[src/rtl/hw_insert_unit.sv]
// hw_insert_unit: registered immediate-insertion unit with valid/ready handshakes.
// Builds a DATA_W result from a FIELD_W immediate in UPPER, LOWER or SIGNEXT mode.
// SHIFT mode assembles a wide constant from consecutive immediates.
module hw_insert_unit #(
  parameter int DATA_W  = 10,
  parameter int FIELD_W = 5
) (
  input  logic               clk,
  input  logic               rst_n,
  input  logic               in_valid,
  output logic               in_ready,
  input  logic [1:0]         in_mode,
  input  logic [FIELD_W-1:0] in_imm,
  input  logic [DATA_W-1:0]  in_rs,
  input  logic               in_last,
  output logic               out_valid,
  input  logic               out_ready,
  output logic [DATA_W-1:0]  out_data,
  output logic               busy,
  output logic               err_abort
);

  localparam int CHUNKS = DATA_W / FIELD_W;
  localparam int CNT_W  = (CHUNKS > 1) ? $clog2(CHUNKS) : 1;
  localparam logic [CNT_W-1:0]  CNT_LAST  = CNT_W'(CHUNKS - 1);
  localparam logic [DATA_W-1:0] LOW_MASK  = {DATA_W{1'b1}} >> FIELD_W;
  localparam logic [DATA_W-1:0] HIGH_MASK = {DATA_W{1'b1}} << FIELD_W;

  localparam logic [1:0] MODE_UPPER   = 2'b00;
  localparam logic [1:0] MODE_LOWER   = 2'b01;
  localparam logic [1:0] MODE_SHIFT   = 2'b10;
  localparam logic [1:0] MODE_SIGNEXT = 2'b11;

  typedef enum logic [0:0] {
    ST_IDLE  = 1'b0,
    ST_ACCUM = 1'b1
  } state_e;

  state_e              state_q, state_d;
  logic [DATA_W-1:0]   acc_q, acc_d;
  logic [CNT_W-1:0]    count_q, count_d;
  logic [DATA_W-1:0]   out_data_q, out_data_d;
  logic                out_valid_q, out_valid_d;
  logic                err_abort_q, err_abort_d;

  logic                accept_s;
  logic [DATA_W-1:0]   acc_base_s;
  logic [DATA_W-1:0]   shifted_s;
  logic [DATA_W-1:0]   mode_result_s;
  logic signed [FIELD_W-1:0] imm_signed_s;

  // A new beat fits whenever the output register is empty or is being drained now.
  assign in_ready     = !out_valid_q || out_ready;
  assign accept_s     = in_valid && in_ready;
  assign imm_signed_s = in_imm;

  assign out_valid = out_valid_q;
  assign out_data  = out_data_q;
  assign busy      = (state_q == ST_ACCUM);
  assign err_abort = err_abort_q;

  // Compute the candidate result for the current beat's mode.
  always_comb begin
    // The accumulator only carries history while a SHIFT constant is being built.
    acc_base_s    = (state_q == ST_ACCUM) ? acc_q : {DATA_W{1'b0}};
    shifted_s     = (acc_base_s << FIELD_W) | DATA_W'(in_imm);
    mode_result_s = {DATA_W{1'b0}};
    case (in_mode)
      MODE_UPPER:   mode_result_s = (DATA_W'(in_imm) << (DATA_W - FIELD_W)) | (in_rs & LOW_MASK);
      MODE_LOWER:   mode_result_s = (in_rs & HIGH_MASK) | DATA_W'(in_imm);
      MODE_SIGNEXT: mode_result_s = DATA_W'(imm_signed_s);
      default:      mode_result_s = shifted_s;
    endcase
  end

  // Next-state, accumulator and output-register update for accepted beats.
  always_comb begin
    state_d     = state_q;
    acc_d       = acc_q;
    count_d     = count_q;
    out_data_d  = out_data_q;
    out_valid_d = out_valid_q && !out_ready;
    err_abort_d = 1'b0;
    if (accept_s) begin
      if (in_mode == MODE_SHIFT) begin
        // count_q is 0 in IDLE, so a single-chunk configuration also completes here.
        if (in_last || (count_q == CNT_LAST)) begin
          out_data_d  = shifted_s;
          out_valid_d = 1'b1;
          acc_d       = {DATA_W{1'b0}};
          count_d     = {CNT_W{1'b0}};
          state_d     = ST_IDLE;
        end else begin
          acc_d   = shifted_s;
          count_d = count_q + CNT_W'(1);
          state_d = ST_ACCUM;
        end
      end else begin
        // A non-SHIFT beat during accumulation throws the partial constant away.
        if (state_q == ST_ACCUM) begin
          err_abort_d = 1'b1;
        end else begin
          err_abort_d = 1'b0;
        end
        out_data_d  = mode_result_s;
        out_valid_d = 1'b1;
        acc_d       = {DATA_W{1'b0}};
        count_d     = {CNT_W{1'b0}};
        state_d     = ST_IDLE;
      end
    end else begin
      state_d = state_q;
    end
  end

  // State and output registers; reset discards any partial constant and pending result.
  always_ff @(posedge clk or negedge rst_n) begin
    if (!rst_n) begin
      state_q     <= ST_IDLE;
      acc_q       <= {DATA_W{1'b0}};
      count_q     <= {CNT_W{1'b0}};
      out_data_q  <= {DATA_W{1'b0}};
      out_valid_q <= 1'b0;
      err_abort_q <= 1'b0;
    end else begin
      state_q     <= state_d;
      acc_q       <= acc_d;
      count_q     <= count_d;
      out_data_q  <= out_data_d;
      out_valid_q <= out_valid_d;
      err_abort_q <= err_abort_d;
    end
  end

endmodule

[config.mk]
export PLATFORM = sky130hd
export DESIGN_NAME = hw_insert_unit
export DESIGN_NICKNAME = d
export VERILOG_FILES = /design/src/rtl/hw_insert_unit.sv
export SDC_FILE = /design/constraint.sdc
export NUM_CORES = 1
export LEC_CHECK = 0
export ABC_AREA = 0
export CAP_MARGIN = 20
export CORE_ASPECT_RATIO = 1.2
export CORE_UTILIZATION = 43
export CTS_CLUSTER_DIAMETER = 50
export CTS_CLUSTER_SIZE = 8
export DETAILED_ROUTE_END_ITERATION = 10
export HOLD_SLACK_MARGIN = 0.05
export PLACE_DENSITY = 0.89
export SYNTH_ARGS = -nofsm -noshare
export SYNTH_HDL_FRONTEND = slang
export SYNTH_SLANG_ARGS = --single-unit
[constraint.sdc]
create_clock -name clk -period 1.7 [get_ports clk]
set_input_delay 0.17 -clock clk [delete_from_list [all_inputs] [get_ports clk]]
set_output_delay 0.17 -clock clk [all_outputs]
set_load 0.1 [all_outputs]
== Yosys cells after proc, flatten, opt, wreduce, memory -nomap -nowiden ==
Index checks and enable logic that the tools add are counted.

* Add/sub/neg operators: 1
* Multipliers: 0
* Div/mod/pow operators: 0
* Order comparisons: 0
* Eq/ne operators: 4
* Shift operators: 0
* Mux-type cells: 16
* Bitwise logic cells: 3
* Reduce and logical (&&, ||, !) cells: 8

{| class="wikitable"
|+ Operator list
! operator !! number
|-
| $or A10 B5 Y10 || 3
|-
| $pmux W10 S3 || 1
|-
| $mux W10 || 2
|-
| $mux W5 || 3
|-
| $mux W1 || 10
|-
| $eq A2 B2 Y1 const B || 2
|-
| $eq A2 B1 Y1 const B || 1
|-
| $logic_and A1 B1 Y1 || 2
|-
| $logic_not A1 Y1 || 2
|-
| $logic_not A2 Y1 || 1
|-
| $logic_or A1 B1 Y1 || 2
|-
| $ne A2 B1 Y1 const B || 1
|-
| $reduce_and A2 Y1 || 1
|-
| $add A1 B1 Y1 const B || 1
|}

* Register bits: 19
* Bits in latches: 0
* RAM bits: 0
* ROM bits: 0
* Bits of input ports: 22
* Output and inout port bits: 14
* Word-level logic and storage cells: 38
* Memories kept: 0

== Logic depth before layout (Yosys ltp) ==
Gate-level depths: netlist (run 1).

* Word-level depth: 5
* Mapped depth: 4
* Gate-level depth less buffers: 3

== Worst setup path before layout (run 1) ==
OpenSTA, ideal clock, no wires.

* Kind: register to register
* From: register out_valid_q (netlist: out_valid)
* To: register out_data_q[0] (netlist: out_data[0])
* Data arrival time: 2.554 ns
* Required time: 1.574 ns
* Path slack: -0.980 ns
* Stages on the path, launching flop included: 4
* Period minus slack after synthesis: 2.680 ns
* Cell sequence: dfrtp_1 nand2b_1 nand3_4 mux2_2

* Cells in the longest elaborated chain, start to end: 4

{| class="wikitable"
|+ Ends and longest elaborated chain
! element !! line !! source
|-
| start: declaration || 43 || <nowiki>logic out_valid_q, out_valid_d;</nowiki>
|-
| start signal: assignment || 130 || <nowiki>out_valid_q <= out_valid_d;</nowiki>
|-
| $logic_not A1 Y1 || 53 || <nowiki>assign in_ready = !out_valid_q || out_ready;</nowiki>
|-
| $logic_or A1 B1 Y1 || 53 ||
|-
| via in_ready || 11 || <nowiki>output logic in_ready,</nowiki>
|-
| $logic_and A1 B1 Y1 || 54 || <nowiki>assign accept_s = in_valid && in_ready;</nowiki>
|-
| $reduce_and A2 Y1 (no line) || n/a ||
|-
| end signal: assignment || 122 || <nowiki>out_data_q <= {DATA_W{1'b0}};</nowiki>
|-
| end signal: assignment || 129 || <nowiki>out_data_q <= out_data_d;</nowiki>
|-
| end: declaration || 42 || <nowiki>logic [DATA_W-1:0] out_data_q, out_data_d;</nowiki>
|}

The timed path passes the listed nets, and every way through them passes these cells.
A chain may end at the register's enable or synchronous reset.

== Final worst setup path (run 1) ==
* From: register count_q
* To: register out_data_q[6] (netlist: out_data[6])

* Cells in the longest elaborated chain, start to end: 3

{| class="wikitable"
|+ Ends and longest elaborated chain
! element !! line !! source
|-
| start: declaration || 41 || <nowiki>logic [CNT_W-1:0] count_q, count_d;</nowiki>
|-
| start signal: assignment || 121 || <nowiki>count_q <= {CNT_W{1'b0}};</nowiki>
|-
| start signal: assignment || 128 || <nowiki>count_q <= count_d;</nowiki>
|-
| $logic_or A1 B1 Y1 || 87 || <nowiki>if (in_last || (count_q == CNT_LAST)) begin</nowiki>
|-
| $ne A2 B1 Y1 (no line) || n/a ||
|-
| $reduce_and A2 Y1 (no line) || n/a ||
|}

No other way between the ends.

==> results of run 1 <==
==> critical path, cell delays in order (launching register included) <==
cell     delay, ns
dfrtp_1       0.40
or4b_4        0.57
nand3_4       0.19
mux2_2        0.36
==> Yosys cell counts (2+ instances only) <==
cell type,instances
nor2_1,2
a22o_1,5
mux2i_1,3
a2bb2oi_1,2
dfrtp_1,19
nand2_1,7
o221ai_1,3
a21o_2,2
nand3b_1,2
mux2_2,17
==> through the flow <==
| step | utilization [%] | cell area [um^2] | instances |
|---|---|---|---|
| after floorplan | - | 958.4 | 72 |
| after global placement | 65.76 | 1363 | 139 |
| after detailed placement | 65.76 | 1363 | 139 |
| after CTS | 67.03 | 1389 | 143 |
| after global routing | 67.03 | 1389 | 143 |
| final | 67.03 | 1389 | 143 |
==> sequential cells by signal, summed over array words and instances, names as in the netlist <==
| register | count |
|---|---|
| count_q | 1 |
| out_data | 10 |
| busy | 1 |
| acc_q | 5 |
| out_valid | 1 |
| err_abort | 1 |
==> power by group through the flow <==
stage / logic (uW) / registers [uW] / clock network, uW
2_1_floorplan: 134 / 933 / 0
3_3_place_gp: 708 / 556 / 0
3_5_place_dp: 714 / 558 / 0
4_1_cts: 715 / 549 / 230
5_1_grt: 735 / 555 / 249
6_report: 711 / 550 / 223
==> cell families after synthesis <==
group,after synthesis
mux,20
compound gates,13
buf+inv,3
flops,19
simple gates,17
==> worst paths after layout <==
path	startpoint	to	slack [ns]	cells after the start
max	count_q	out_data[6]	0.07	3
min	rst_n	out_data[7]	0.20	2
max reg2reg	count_q	out_data[6]	0.07	3
min reg2reg	count_q	count_q	0.51	1
max in group asynchronous	rst_n	out_valid	1.28	2
min in group clk	count_q	count_q	0.51	1
==> layout make-up <==
| class | instances | area [um^2] |
|---|---|---|
| flip-flops and latches | 19 | 479.2 |
| inverters | 1 | 3.754 |
| clock buffers | 4 | 26.28 |
| multi-input cells | 50 | 459.2 |
| well taps | 30 | 37.54 |
| repair buffers | 39 | 382.9 |
| fillers | 171 | 683.2 |
==> routing by layer <==
| layer | vias to the layer above | GRT usage [%] | share of wire [%] |
|---|---|---|---|
| met5 | - | 0 | 0 |
| met4 | 0 | 16.16 | 3.7 |
| met3 | 6 | 1.365 | 5.1 |
| met2 | 35 | 33.09 | 50 |
| met1 | 372 | 22.63 | 41 |
| li1 | 350 | - | - |
==> flow_summary.toml, run 1 <==
[clock_tree]
htreeDepth = 1
clk-insertion-delay-late_ns = 0.29
clk_pin_slew_ns = 0.10
cts_root_buffer = "clkbuf_4"
cts_tree = "built"
cts_buffers = 3
cts_setup_buffers = 0
clock-sinks = 19
post_cts_resized = 0
cts_hold_buf = 0
clockBufferDepth = 2

[critical_path]
required_ns = 1.89
arrival_ns = 1.81
critPathCaptureType = "register"
worst-setup-path-type = "reg2reg"
crit_path_start_kind = "register"
cp_max_fo = 10

[route]
ant_nets = 0
wl_um = 2073
remaining_drc_errors = 0
drt_iter0_markers = 8
vias = 763
post_drt_via_cell_ratio = 5.336
wl_per_cell_um = 14.50
dr.pass1.iters = 4

[power]
p_leak_uw = 0.0006233
combPwrFrac_pct = 47.9
p_seq_share_pct = 37.1
p_total_uw = 1484
power_switching_uw = 671.1
switching_share_pct = 45.23
max-vdd-ir-drop_mv = 0.8399
clkPwrFrac_pct = 15.0
p_int_uw = 812.7
p_per_area_nw_per_um2 = 1068

[place]
post-place-ws_ns = -0.1735
dp_hpwl_um = 1597
port_buffers = 35
gp_congestion = 0.7721

[global_route]
overflow = 0
antenna_found_initial = 0
grt_pass1_vias = 754
grt_pass1_wl_um = 3270
grt_max_degree = 20
track_usage_pct = 19.74

[worst_hold_path]
hold_class = "in2async"

[synth]
synth_fa_ha_area_share_pct = 0
ys_warn_count = 0
seq_area_frac_synth_pct = 50.20
synth_edf_count = 0
ys_async_sr_fraction_pct = 100.0
synth_nets = 94
syn_avg_cell_area_um2 = 13.15
synth_compound_area_share_pct = 11.89
synth_top_area_share_pct = 50.20
synthMuxAreaShare_pct = 23.38
synthDistinctLibCells = 20
yosysTopAreaCell = "dfrtp_1"
synthSimpleGateAreaFrac_pct = 12.42
synth_top_family_by_area = "multiplexers"
ys.flop_type = "dfrtp_1"
syn_inst = 72
yosys-top-cells-area = "dfrtp_1 (50%), mux2_2 (20%), a22o_1 (4.6%), mux2i_1 (3.2%), nand2_1 (2.8%)"
ys_seq_elements = 19
yosys.area_share.xor_xnor_pct = 0
synth_area_um2 = 947.2

[timing]
fin_setup_tns_ns = 0
slew_headroom_pct = 77.38
setup_viol = 0
hold_violations = 0
worstMarginPinSlew_ns = 0.3389
post-route-min-period_ns = 1.629
holdWs_ns = 0.1975
rsz0062_at_grt = "false"
finalCritPeriodShare_pct = 95.80
fmax_ghz = 0.6140
fin_ws_ns = 0.07136
report.final.slew_viol_count = 0
fin_skew_ns = 0.001125

[finish]
drive_gt1_share_pct = 39.82
final_common_cell = "clkdlybuf4s50_1"
n_antenna_cell = 0
area_delta_synth_final_pct = 46.63
nets = 136
layout_common_cells = "clkdlybuf4s50_1 (21), dfrtp_1 (18), mux2_2 (17)"

[floorplan]
initial_core_util_pct = 45.71
row_count = 18
die_w_um = 44.85
die_y_um = 53.41
die_area_um2 = 2395
io_pins = 36
core_area_um2 = 2072

[run]
cap_violations = 0

[run_status]
status = "finished, final reports clean"
(Power assumes the default switching activity.)
==> run 2, diff against run 1 <==
PLACE_DENSITY = 0.88   (was 0.89)
==> run 2 against run 1 <==
Clock power increased by 2%. Clock-buffer cell count unchanged. Hold slack improved by 0.00072 ns. Global-route usage increased by 1.9 points. Non-clock buffer count unchanged. Die area unchanged. Sequential share of layout area unchanged. Clock skew increased by 0.0013 ns. Via count decreased by 3.0%. Total power increased by 0.45%. Critical endpoint is now out_data[5].
==> flow_summary.toml, run 2 (synthesis results as in run 1) <==
[timing]
worstMarginPinSlew_ns = 0.3415
fin_skew_ns = 0.002381
fmax_ghz = 0.6201
slew_headroom_pct = 77.21
rsz0062_at_grt = "false"
hold_violations = 0
report.final.slew_viol_count = 0
holdWs_ns = 0.1982
fin_setup_tns_ns = 0
post-route-min-period_ns = 1.613
setup_viol = 0
finalCritPeriodShare_pct = 94.86

[finish]
drive_gt1_share_pct = 39.82
largest_register_ffs = 10
layout_common_cells = "clkdlybuf4s50_1 (21), dfrtp_1 (18), mux2_2 (17)"
area_delta_synth_final_pct = 46.63
final_design_area_no_fill_um2 = 1389
final_cells = 143
final_common_cell = "clkdlybuf4s50_1"
nets = 136
final_util_pct = 67.03
n_antenna_cell = 0

[worst_hold_path]
hold_class = "in2async"

[clock_tree]
cts_tree = "built"
clockBufferDepth = 2
cts_hold_buf = 0
htreeDepth = 1
clk_pin_slew_ns = 0.10
cts_setup_buffers = 0
post_cts_resized = 0
cts_root_buffer = "clkbuf_4"
cts_buffers = 3
clock-sinks = 19
clk-insertion-delay-late_ns = 0.29

[floorplan]
die_y_um = 53.41
row_count = 18
die_area_um2 = 2395
initial_core_util_pct = 45.71
die_w_um = 44.85
core_area_um2 = 2072
io_pins = 36

[global_route]
track_usage_pct = 21.65
grt_pass1_vias = 757
overflow = 0
grtUsageMet3_pct = 2.048
use_met2_pct = 37.01
grt_util_met1_pct = 26.17
grt.busiest_layer = "met2"
antenna_found_initial = 0
grt_max_degree = 20
grt_pass1_wl_um = 3532

[critical_path]
cp_slowest_cell = "or4b_4"
worst-setup-path-type = "reg2reg"
critPathCaptureType = "register"
required_ns = 1.89
crit_path_cell_trace = "or4b_4, nand3_4, mux2_2"
arrival_ns = 1.80
worst_path_largest_cell_delay_ns = 0.57
cp_max_fo = 10
crit_buf_inv = 0
crit_path_start_kind = "register"
crit_family = "simple AND/OR/NAND/NOR gates"

[power]
switching_share_pct = 45.47
p_leak_uw = 0.0006233
power_switching_uw = 677.7
p_per_area_nw_per_um2 = 1073
p_seq_share_pct = 37.0
p_int_uw = 812.7
max-vdd-ir-drop_mv = 0.8004
combPwrFrac_pct = 47.8
clkPwrFrac_pct = 15.3

[route]
drt_iter0_markers = 9
wl_per_cell_um = 15.36
wl_um = 2197
post_drt_via_cell_ratio = 5.175
dr.pass1.iters = 6
ant_nets = 0
remaining_drc_errors = 0
vias = 740

[run]
cap_violations = 0

[place]
dp_hpwl_um = 1743
port_buffers = 35
place_area_um2 = 1363
placedCellCount = 139
gp_congestion = 0.7828

[run_status]
status = "finished, final reports clean"
## run 2: power groups by stage
stage	Combinational [uW]	Clock [uW]	Sequential [uW]
finish	712	227	551
global route	738	254	558
CTS	717	240	551
detailed placement	716	0	560
global placement	706	0	557
floorplan	134	0	933
## run 2: worst reg2reg max path, cell delays in order (launching register included)
cell and delay, ns:
dfrtp_1 0.40, or4b_4 0.57, nand3_4 0.18, mux2_2 0.36
## run 2: path summary, 6_finish.rpt
path	startpoint	endpoint	slack [ns]	cells after the start
min in group clk	count_q	count_q	0.51	1
setup / recovery	count_q	out_data[5]	0.09	3
hold / removal	rst_n	out_valid	0.20	2
hold reg to reg	count_q	count_q	0.51	1
max in group asynchronous	rst_n	out_valid	1.28	2
setup reg to reg	count_q	out_data[5]	0.09	3
## run 2: final cells by class
cell class,count,area (um^2)
Clock buffer,4,26.28
Fill cell,165,683.2
Inverter,1,3.754
Multi-Input combinational cell,50,459.2
Sequential cell,19,479.2
Tap cell,30,37.54
Timing Repair Buffer,39,382.9
## run 2: per-stage QoR
| stage | setup slack [ns] | power, uW |
|---|---|---|
| final | 0.08736 | 1490 |
| after global routing | 0.02634 | 1550 |
| after CTS | 0.07372 | 1508 |
| after detailed placement | -0.1827 | 1276 |
| after global placement | -0.1439 | 1263 |
| after floorplan | 0.1258 | 1067 |
## run 2: metal layers
| metal | part of all wire [%] | vias up |
|---|---|---|
| met5 | 0 | - |
| met2 | 54 | 21 |
| met3 | 3.2 | 2 |
| met1 | 42 | 365 |
| li1 | - | 352 |
| met4 | 1.2 | 0 |
==> run 3, diff against run 2 <==
RECOVER_POWER = 50   (was unset)
==> run 3 against run 2 <==
Final area shrank 1.9%. Maximum frequency is essentially flat. Non-clock buffer count is the same. Highest routed layer unchanged.
==> flow_summary.toml, run 3 (synthesis results as in run 1) <==
[run_status]
status = "finished, final reports clean"

[finish]
final_common_cell = "clkdlybuf4s50_1"
area_delta_synth_final_pct = 43.86
drive_gt1_share_pct = 38.05
final_cells = 143
num-fill-cells = 173
nets = 136
n_antenna_cell = 0
largest_register_ffs = 10
seq_area_um2 = 479.2
layout_common_cells = "clkdlybuf4s50_1 (20), dfrtp_1 (18), mux2_2 (17)"
multi_input_area_um2 = 451.7

[timing]
fmax_ghz = 0.6198
fin_skew_ns = 0.002431
rsz0062_at_grt = "false"
slew_headroom_pct = 31.88
hold_violations = 0
finalCritPeriodShare_pct = 94.90
report.final.slew_viol_count = 0
fin_setup_tns_ns = 0
setup_viol = 0
holdWs_ns = 0.5125
post-route-min-period_ns = 1.613
worstMarginPinSlew_ns = 1.022
fin_ws_ns = 0.08665

[place]
dp_hpwl_um = 1743
gp_congestion = 0.7828
placedCellCount = 139
port_buffers = 35
post-place-ws_ns = -0.1827

[floorplan]
core_area_um2 = 2072
initial_core_util_pct = 45.71
die_w_um = 44.85
die_y_um = 53.41
die_area_um2 = 2395
row_count = 18
io_pins = 36

[clock_tree]
cts_tree = "built"
cts_buffers = 3
cts_setup_buffers = 0
cts_root_buffer = "clkbuf_4"
clk-insertion-delay-late_ns = 0.29
post_cts_resized = 0
cts_hold_buf = 0
htreeDepth = 1
clk_pin_slew_ns = 0.10
clock-sinks = 19
clockBufferDepth = 2

[route]
vias = 738
ant_nets = 0
remaining_drc_errors = 0
wl_per_cell_um = 15.34
wl_um = 2193
post_drt_via_cell_ratio = 5.161
dr.pass1.iters = 6
drt_iter0_markers = 9

[global_route]
track_usage_pct = 21.65
grt_pass1_wl_um = 3532
grt_max_degree = 20
grt_pass1_vias = 757
antenna_found_initial = 0
overflow = 0

[critical_path]
cp_max_fo = 10
worst-setup-path-type = "reg2reg"
arrival_ns = 1.80
crit_buf_inv = 0
cp-startpoint = "count_q"
crit_path_start_kind = "register"
worst_path_largest_cell_delay_ns = 0.57
required_ns = 1.89
rr_startpoint = "count_q"
critPathCaptureType = "register"
crit_path_cell_trace = "or4b_4, nand3_4, mux2_2"
crit_family = "simple AND/OR/NAND/NOR gates"
cp_slowest_cell = "or4b_4"

[worst_hold_path]
hp-start = "count_q"
hold_class = "reg2reg"

[power]
p_leak_uw = 0.0006100
p_total_uw = 1469
p_per_area_nw_per_um2 = 1078
max-vdd-ir-drop_mv = 0.7685

[run]
cap_violations = 0
run 3: worst paths after layout:
check	endpoint	slack [ns]	depth (start not counted)
setup / recovery	out_data[5]	0.09	3
hold / removal	count_q	0.51	1
setup reg to reg	out_data[5]	0.09	3
hold reg to reg	count_q	0.51	1
max in group asynchronous	out_valid	0.42	2
min in group asynchronous	acc_q[0]	0.56	2
run 3: worst reg2reg max path, delay by kind of cell (launching register included):
family,cells,cell delay [ns]
and+or+nand+nor,2,0.75
DFF,1,0.40
muxes,1,0.36
run 3: power breakdown:
part / leakage [uW] / internal, uW / switching [uW] / total, uW
logic: 0.000355 / 191 / 502 / 693
registers: 0.000240 / 511 / 37.3 / 549
clock network: 0.0000150 / 91.3 / 136 / 227
total: 0.000610 / 794 / 675 / 1470
run 3: layer usage:
layer / global-route usage, % / wire length, um / vias to the layer above
met3: 2.048 / 71 / 2
met2: 37.01 / 1183 / 21
met4: 12.12 / 27 / 0
met5: 0 / 0 / -
met1: 26.17 / 911 / 364
li1: - / - / 351
run 3: stage by stage:
stage / instance area [um^2] / util [%]
CTS: 1389 / 67.03
finish: 1363 / 65.76
floorplan: 958.4 / -
detailed placement: 1363 / 65.76
global route: 1363 / 65.76
global placement: 1363 / 65.76
run 3: final cells by class:
cell class / count / area share [%]
clock buffer: 4 / 1.928
inverter: 1 / 0.2755
multi-input combinational: 50 / 33.15
sequential: 19 / 35.17
tap: 30 / 2.755
timing repair buffer: 39 / 26.72
